File: src/rtl/quant_param_bank.sv
`default_nettype none
// ============================================================================
// Module      : quant_param_bank
// Description : Double-buffered, run-time writable table of per-layer
//               requantization parameters (multiplier, shift, zero point).
//               The host fills the inactive bank and swaps banks with a
//               single commit pulse. The datapath reads the active bank
//               through a 2-cycle pipelined port that flags never-written
//               entries (rd_miss) and out-of-range indices (rd_err).
// Revision    : 1.0 - initial release
// ============================================================================
module quant_param_bank #(
    parameter int LAYERS  = 29,
    parameter int LAYER_W = 5,
    parameter int MULT_W  = 32,
    parameter int SHIFT_W = 6,
    parameter int ZP_W    = 8
) (
    input  logic               clk,
    input  logic               rst_n,

    // Host configuration port
    input  logic               cfg_we,
    input  logic [LAYER_W-1:0] cfg_layer,
    input  logic [MULT_W-1:0]  cfg_mult,
    input  logic [SHIFT_W-1:0] cfg_shift,
    input  logic [ZP_W-1:0]    cfg_zp,
    input  logic               cfg_commit,
    output logic               cfg_err,
    output logic               active_bank,

    // Datapath read port
    input  logic               rd_req,
    input  logic [LAYER_W-1:0] rd_layer,
    output logic               rd_valid,
    output logic [MULT_W-1:0]  mult_scalar,
    output logic [SHIFT_W-1:0] shift_scalar,
    output logic [ZP_W-1:0]    zp_out,
    output logic               rd_miss,
    output logic               rd_err
);

    // ------------------------------------------------------------------------
    // Constants
    // ------------------------------------------------------------------------
    // Entry count widened by one bit so an all-ones index compares cleanly.
    localparam logic [LAYER_W:0]  c_layers   = (LAYER_W+1)'(LAYERS);
    // Identity requantization: multiply by one, no shift, no offset.
    localparam logic [MULT_W-1:0] c_id_mult  = MULT_W'(1);
    localparam logic [SHIFT_W-1:0] c_id_shift = '0;
    localparam logic [ZP_W-1:0]   c_id_zp    = '0;

    // ------------------------------------------------------------------------
    // Storage: two banks of LAYERS entries, plus per-entry written flags
    // ------------------------------------------------------------------------
    logic [MULT_W-1:0]  r_mult    [2][LAYERS];
    logic [SHIFT_W-1:0] r_shift   [2][LAYERS];
    logic [ZP_W-1:0]    r_zp      [2][LAYERS];
    logic [LAYERS-1:0]  r_written [2];

    // ------------------------------------------------------------------------
    // Write-side decode
    // ------------------------------------------------------------------------
    logic w_cfg_in_range;
    logic w_cfg_wr;
    logic w_cfg_bad;
    logic w_wr_bank;

    assign w_cfg_in_range = ({1'b0, cfg_layer} < c_layers);
    assign w_cfg_wr       = cfg_we &  w_cfg_in_range;
    assign w_cfg_bad      = cfg_we & ~w_cfg_in_range;
    // Writes always land in the bank that is inactive before any same-cycle
    // commit, so a write+commit pair becomes visible right after the swap.
    assign w_wr_bank      = ~active_bank;

    // ------------------------------------------------------------------------
    // Read pipeline registers
    // ------------------------------------------------------------------------
    logic               r_s1_valid;
    logic [LAYER_W-1:0] r_s1_layer;
    logic               r_s1_bank;
    logic               r_s1_oor;

    logic [LAYER_W-1:0] w_rd_idx;
    logic               w_rd_written;

    // Out-of-range indices are steered to entry 0 so the array is never
    // addressed past its end; the result is replaced by identity anyway.
    assign w_rd_idx     = r_s1_oor ? '0 : r_s1_layer;
    assign w_rd_written = r_written[r_s1_bank][w_rd_idx];

    // Active bank toggles on each commit pulse.
    always_ff @(posedge clk or negedge rst_n) begin
        if (!rst_n) begin
            active_bank <= 1'b0;
        end else if (cfg_commit) begin
            active_bank <= ~active_bank;
        end
    end

    // Dropped write pulses cfg_err for exactly one cycle.
    always_ff @(posedge clk or negedge rst_n) begin
        if (!rst_n) begin
            cfg_err <= 1'b0;
        end else begin
            cfg_err <= w_cfg_bad;
        end
    end

    // Written flags are the only part of the table that needs reset.
    always_ff @(posedge clk or negedge rst_n) begin
        if (!rst_n) begin
            r_written[0] <= '0;
            r_written[1] <= '0;
        end else if (w_cfg_wr) begin
            r_written[w_wr_bank][cfg_layer] <= 1'b1;
        end
    end

    // Entry payload store; contents are qualified by the written flags.
    always_ff @(posedge clk) begin
        if (w_cfg_wr) begin
            r_mult [w_wr_bank][cfg_layer] <= cfg_mult;
            r_shift[w_wr_bank][cfg_layer] <= cfg_shift;
            r_zp   [w_wr_bank][cfg_layer] <= cfg_zp;
        end
    end

    // Stage 1: capture the request together with the bank active right now,
    // so a later commit cannot redirect a read already accepted.
    always_ff @(posedge clk or negedge rst_n) begin
        if (!rst_n) begin
            r_s1_valid <= 1'b0;
            r_s1_layer <= '0;
            r_s1_bank  <= 1'b0;
            r_s1_oor   <= 1'b0;
        end else begin
            r_s1_valid <= rd_req;
            if (rd_req) begin
                r_s1_layer <= rd_layer;
                r_s1_bank  <= active_bank;
                r_s1_oor   <= ~({1'b0, rd_layer} < c_layers);
            end
        end
    end

    // Stage 2: look up the captured entry and register the result; data
    // outputs hold between results while the status flags return to zero.
    always_ff @(posedge clk or negedge rst_n) begin
        if (!rst_n) begin
            rd_valid     <= 1'b0;
            rd_miss      <= 1'b0;
            rd_err       <= 1'b0;
            mult_scalar  <= '0;
            shift_scalar <= '0;
            zp_out       <= '0;
        end else if (r_s1_valid) begin
            rd_valid <= 1'b1;
            if (r_s1_oor) begin
                rd_err       <= 1'b1;
                rd_miss      <= 1'b0;
                mult_scalar  <= c_id_mult;
                shift_scalar <= c_id_shift;
                zp_out       <= c_id_zp;
            end else if (!w_rd_written) begin
                rd_err       <= 1'b0;
                rd_miss      <= 1'b1;
                mult_scalar  <= c_id_mult;
                shift_scalar <= c_id_shift;
                zp_out       <= c_id_zp;
            end else begin
                rd_err       <= 1'b0;
                rd_miss      <= 1'b0;
                mult_scalar  <= r_mult [r_s1_bank][w_rd_idx];
                shift_scalar <= r_shift[r_s1_bank][w_rd_idx];
                zp_out       <= r_zp   [r_s1_bank][w_rd_idx];
            end
        end else begin
            rd_valid <= 1'b0;
            rd_miss  <= 1'b0;
            rd_err   <= 1'b0;
        end
    end

endmodule
`default_nettype wire

File: config.mk
export PLATFORM = sky130hd
export DESIGN_NAME = quant_param_bank
export DESIGN_NICKNAME = d
export VERILOG_FILES = /design/src/rtl/quant_param_bank.sv
export SDC_FILE = /design/constraint.sdc
export NUM_CORES = 2
export LEC_CHECK = 0
export ABC_CLOCK_PERIOD_IN_PS = 8400
export BUFFER_PORTS_ARGS = -buffer_cell sky130_fd_sc_hd__buf_2
export CAP_MARGIN = 20
export CORE_MARGIN = 3
export CORE_UTILIZATION = 61
export DETAILED_ROUTE_END_ITERATION = 8
export PLACE_DENSITY_LB_ADDON = 0.1
export SYNTH_ARGS = -nofsm -noshare
export SYNTH_HDL_FRONTEND = slang
export SYNTH_SLANG_ARGS = --single-unit
File: constraint.sdc
create_clock -name clk -period 8.4 [get_ports clk]
set_clock_uncertainty 0.2 [all_clocks]
set_input_delay 0.42 -clock clk [delete_from_list [all_inputs] [get_ports clk]]
set_output_delay 0.42 -clock clk [all_outputs]
set_load 0.05 [all_outputs]
[After elaboration in Yosys (flattened, before gate mapping)]
Memories as Yosys holds them, arrays and structs flattened.
Index checks and enable logic that the tools add are counted.
Cells by class
  reductions and logical operators: 3
  bitwise operators: 10
  mux-type cells: 41
  $lt $le $gt $ge: 11
Operator list (number)
  928-bit 2-to-1 mux: 1
  232-bit 2-to-1 mux: 1
  174-bit 2-to-1 mux: 1
  32-bit binary-select mux with 5-bit select: 1
  32-bit demux with 5-bit select: 1
  32-bit 2-to-1 mux: 5
  29-bit 2-to-1 mux: 4
  58-bit OR: 1
  8-bit binary-select mux with 5-bit select: 1
  8-bit demux with 5-bit select: 1
  8-bit 2-to-1 mux: 5
  6-bit binary-select mux with 5-bit select: 1
  6-bit demux with 5-bit select: 1
  6-bit 2-to-1 mux: 5
  29-bit demux with 1-bit select: 1
  6-bit greater-or-equal comparator, second input constant: 2
  5-bit by 6-bit less-than comparator with 1-bit output, second input constant: 2
  5-bit NOT with 6-bit output: 2
  5-bit less-than comparator, second input constant: 2
  1-bit 2-to-1 mux: 9
  6-bit by 1-bit less-than comparator with 1-bit output, second input constant: 1
  1-bit binary-select mux with 5-bit select: 1
  1-bit demux with 5-bit select: 1
  5-bit by 1-bit greater-or-equal comparator with 1-bit output, second input constant: 1
  7 further kinds: 14
Storage, ports and cells
  flip-flop bits (word level): 117
  output and inout port bits: 51
  bits in writable memories: 2668
  word-level logic and storage cells: 82
  memories: 3
Memory list
  r_mult: depth 2, width 928, read ports 1, clocked after memory_dff 0, wr ports 1, line 56  | logic [MULT_W-1:0] r_mult [2][LAYERS];
  r_zp: depth 2, width 232, read ports 1, clocked after memory_dff 0, wr ports 1, line 58  | logic [ZP_W-1:0] r_zp [2][LAYERS];
  r_shift: depth 2, width 174, read ports 1, clocked after memory_dff 0, wr ports 1, line 57  | logic [SHIFT_W-1:0] r_shift [2][LAYERS];

[Depth between registers and ports, before layout]
  depth after elaboration: 9
  depth in mapped cells: 11
  depth with buffers taken out: 6

[Worst setup path before layout]
No wires, ideal clock.
  path kind: register -> register
  start: register active_bank
  end: memory r_mult[1][256] (netlist name) (enable)
  buffers on the path: 2
  clock period less this slack: 3949 ps
  stages on the path, launching flop included: 5
  setup slack: 4451 ps
  library setup time: 451 ps
  data arrival time: 3298 ps
  path through: dfrtp_1 > clkbuf_1 > or3_1 > clkbuf_1 > nor2_1
On the way
  cells in the longest elaborated chain, start to end: 1
Ends and longest elaborated chain
  start, declared: line 30  | output logic active_bank,
  start signal, assigned: line 97  | active_bank <= ~active_bank;
  1-bit NOT: line 74  | assign w_wr_bank = ~active_bank;
  end, declared: line 56
Every way passes these cells.

[Final worst setup path]
  start: register r_s1_bank
  end: register mult_scalar[22]
On the way
  cells in the longest elaborated chain, start to end: 8
Ends and longest elaborated chain
  start, declared: line 81  | logic r_s1_bank;
  start signal, assigned: line 141  | r_s1_bank <= active_bank;
  1-bit NOT with 2-bit output (implied by the code): line 90  | assign w_rd_written = r_written[r_s1_bank][w_rd_idx];
  29-bit 2-to-1 mux (implied by the code) (3 in series): line 90
  1-bit binary-select mux with 5-bit select: line 90
  1-bit 2-to-1 mux (implied by the code): line 90
  32-bit 2-to-1 mux (*): line 165  | end else if (!w_rd_written) begin
  32-bit 2-to-1 mux (*): line 159  | if (r_s1_oor) begin
  end signal, assigned: line 162  | mult_scalar <= c_id_mult;
  end signal, assigned: line 168  | mult_scalar <= c_id_mult;
  end signal, assigned: line 174  | mult_scalar <= r_mult [r_s1_bank][w_rd_idx];
  end, declared: line 36  | output logic [MULT_W-1:0] mult_scalar,
Every way passes the cells marked *; elsewhere a longest branch is shown, timed or not. The select of a mux whose other input is x is not followed.
A chain may end at the register's enable or synchronous reset.

==> results.toml <==
[synth]
synthTopCellsByCount = "2,668 x edfxtp_1, 576 x nand2_1, 376 x mux2i_1"
synth_area_leader_cell = "edfxtp_1"
synth.distinct_cells = 53
syn_nets = 5543
synth_warnings = 0
yosys_register_bits = 2785
synthArstFlopShare_pct = 4.20
synth_cells = 5482
synth_flop_cell = "edfxtp_1"
yosysSeqAreaShare_pct = 78.6
synthTopCellsByArea = "edfxtp_1 76%, mux4_2 8.0%, mux2i_1 3.6%"
synth_top_cell_area_share_pct = 75.9
avgSynthCellArea_um2 = 19.3
synth_edf_count = 2668
post-synth-top-count-cell = "edfxtp_1"
syn_area_um2 = 106000

[power]
p_total_mw = 31.5
power.leakage_nw = 38.8
peakVddDrop_mv = 0.266
p_per_area_nw_per_um2 = 266

[setup_path]
cp-end-kind = "flip-flop"
cp_top_family = "simple AND/OR/NAND/NOR gates"
critPathMaxStageDelay_ps = 890
cp_max_fo = 35
crit_type = "reg2reg"
cp_cell_sequence = "buf_4 > or3b_2 > or2_2 > buf_4 > o22ai_1 > or4_1 > o31ai_1 > o221ai_1"
path_buf_inv = 2
worst_r2r_path_depth = 8
worstSetupStartpointType = "flip-flop"
crit_slowest_cell = "o31ai_1"
worstPathArrival_ps = 6010
cp.required_ps = 8930
crit_top_cell = "buf_4"
path_depth = 8

[placed_design]
port_buffers = 111
gp_congestion = 0.792
hpwl_um = 136000

[floorplanning]
num_rows = 152
dieArea_um2 = 178000
die_y_um = 422
initial_core_util_pct = 61.4
coreArea_um2 = 172000
ios = 112
die_w_um = 422

[routing]
vias_per_cell = 6.73
dr.pass1.iters = 6
wl_per_cell_um = 33.5
drt.antenna.violating_nets = 0
routed-via-count = 55500
drc = 0
drt_iter0_markers = 7681
wl_um = 276000

[hold_path]
holdPathStages = 1
hp-class = "in2reg"

[timing]
rsz0062_at_grt = "no"
fmax_ghz = 0.182
timing.final.crit_share_pct = 65.3
fin_tns_setup_ps = 0
tightest_slew_ps = 1190
drv_slew = 0
post-route-min-period_ps = 5480
max-slew-margin-rel_pct = 20.6
final_hold_viol_count = 0
finalSetupViolCount = 0

[grt]
grt_pass1_wl_um = 395000
overflow = 0
track_usage_pct = 31.1
grt_pass1_vias = 54900
grt_max_degree = 155
antenna_found_initial = 5

[layout]
nets = 5798
fillers = 10800
area_growth_pct = 12.1
drive_gt1_share_pct = 18.9

[clock_network]
cts_sinks = 2785
cts.path.max_buffers = 4
cts_buffers = 289
clk_latency_ps = 920
cts_max_level = 5
clock-root-buffer = "clkbuf_16"
cts_tree = "done"
path_clk_slew_ps = 60

[flow_run]
cap_violations = 0

[run_status]
status = "complete, no violations"
## what timing repair did
item	in CTS	in global routing
hold endpoints to repair	466	340
resized for setup	0	0
hold buffers	34	8
setup buffers	0	0
## worst paths after layout
check	from	to	slack, ps
worst min register to register	r_written[33]	r_written[33]	270
min in group asynchronous	rst_n	mult_scalar[22]	400
worst max-delay path	r_s1_bank	mult_scalar[22]	2920
max in group asynchronous	rst_n	r_s1_bank	6010
worst max register to register	r_s1_bank	mult_scalar[22]	2920
worst min-delay path	cfg_shift[2]	r_shift[0][62]	70
## placed cells by master, fill, tap and decap left out, types with 5 or more instances in the layout
cell,n
mux4_2,373
clkbuf_1,68
or4_1,45
clkinv_2,34
mux2i_1,376
a22oi_1,91
nand3b_1,6
clkbuf_8,7
clkbuf_16,294
nand4_1,51
or3_1,47
a22o_1,45
or2_2,62
nand2_1,576
o22ai_1,140
inv_1,52
or3b_2,5
nor2_4,66
clkinv_1,62
nand2b_1,5
a21oi_1,182
a32oi_1,91
buf_12,17
edfxtp_1,2668
o31ai_1,45
nor2b_1,5
o221ai_1,46
buf_2,110
bufinv_16,13
buf_4,107
o21ai_0,9
nand3_1,12
dfrtp_1,115
dlygate4sd3_1,41
nor2_1,8
## where the power goes
group | internal [mW] | switching (mW)
Clock | 6.84 | 5.00
Combinational | 1.54 | 2.39
Sequential | 15.5 | 0.224
Total | 23.9 | 7.61
## final cells by class
cell class              count  area [um2]  share of cell area (%)
well taps                2310        2890                    2.44
diodes                      3        7.51                 0.00634
multi-input cells        2332       21600                    18.2
clock buffers             369        7710                    6.51
clock inverters           116         850                   0.718
flip-flops and latches   2785       83000                    70.1
inverters                  52         195                   0.165
repair buffers            277        2140                    1.81
## cell families after synthesis
logic type / count (synthesis) / synth area share [%]
multiplexers: 753 / 11.6
buffers and inverters: 365 / 1.47
AND/OR/NAND/NOR: 910 / 3.93
flip-flops: 2785 / 78.6
XOR/XNOR: 1 / 0.00830
AO/OA/AOI/OAI: 668 / 4.39
## metrics by stage
step | hold WS, ps | util [%] | worst slack (ps) | cells | instance area, um2
2_1_floorplan | -75.6 | - | 4450 | 5482 | 106000
3_3_place_gp | 118 | 63.5 | 3080 | 7706 | 109000
3_5_place_dp | 118 | 63.5 | 2970 | 7706 | 109000
4_1_cts | 4.09 | 68.7 | 2930 | 8225 | 118000
5_1_grt | 77.8 | 68.9 | 2620 | 8241 | 118000
6_report | 65.7 | 68.9 | 2920 | 8244 | 118000
## sequential cells by signal, indices dropped and copies added, names as in the netlist
register,flops
r_s1_valid,1
r_s1_bank,1
rd_valid,1
r_written,58
r_mult,1856
r_s1_layer,5
rd_miss,1
shift_scalar,6
mult_scalar,32
r_shift,348
r_zp,464
cfg_err,1
zp_out,8
rd_err,1
r_s1_oor,1
active_bank,1
## layer usage
layer / up-vias / share of wire (%) / wire, um / GRT usage [%]
met3: 515 / 10 / 28200 / 6.60
li1: 22700 / - / - / -
met1: 29200 / 39 / 107000 / 44.9
met2: 3029 / 48 / 132000 / 48.3
met5: - / 0 / 0 / 0
met4: 0 / 3.3 / 9150 / 10.2
Power figures use the tool's default switching activity.
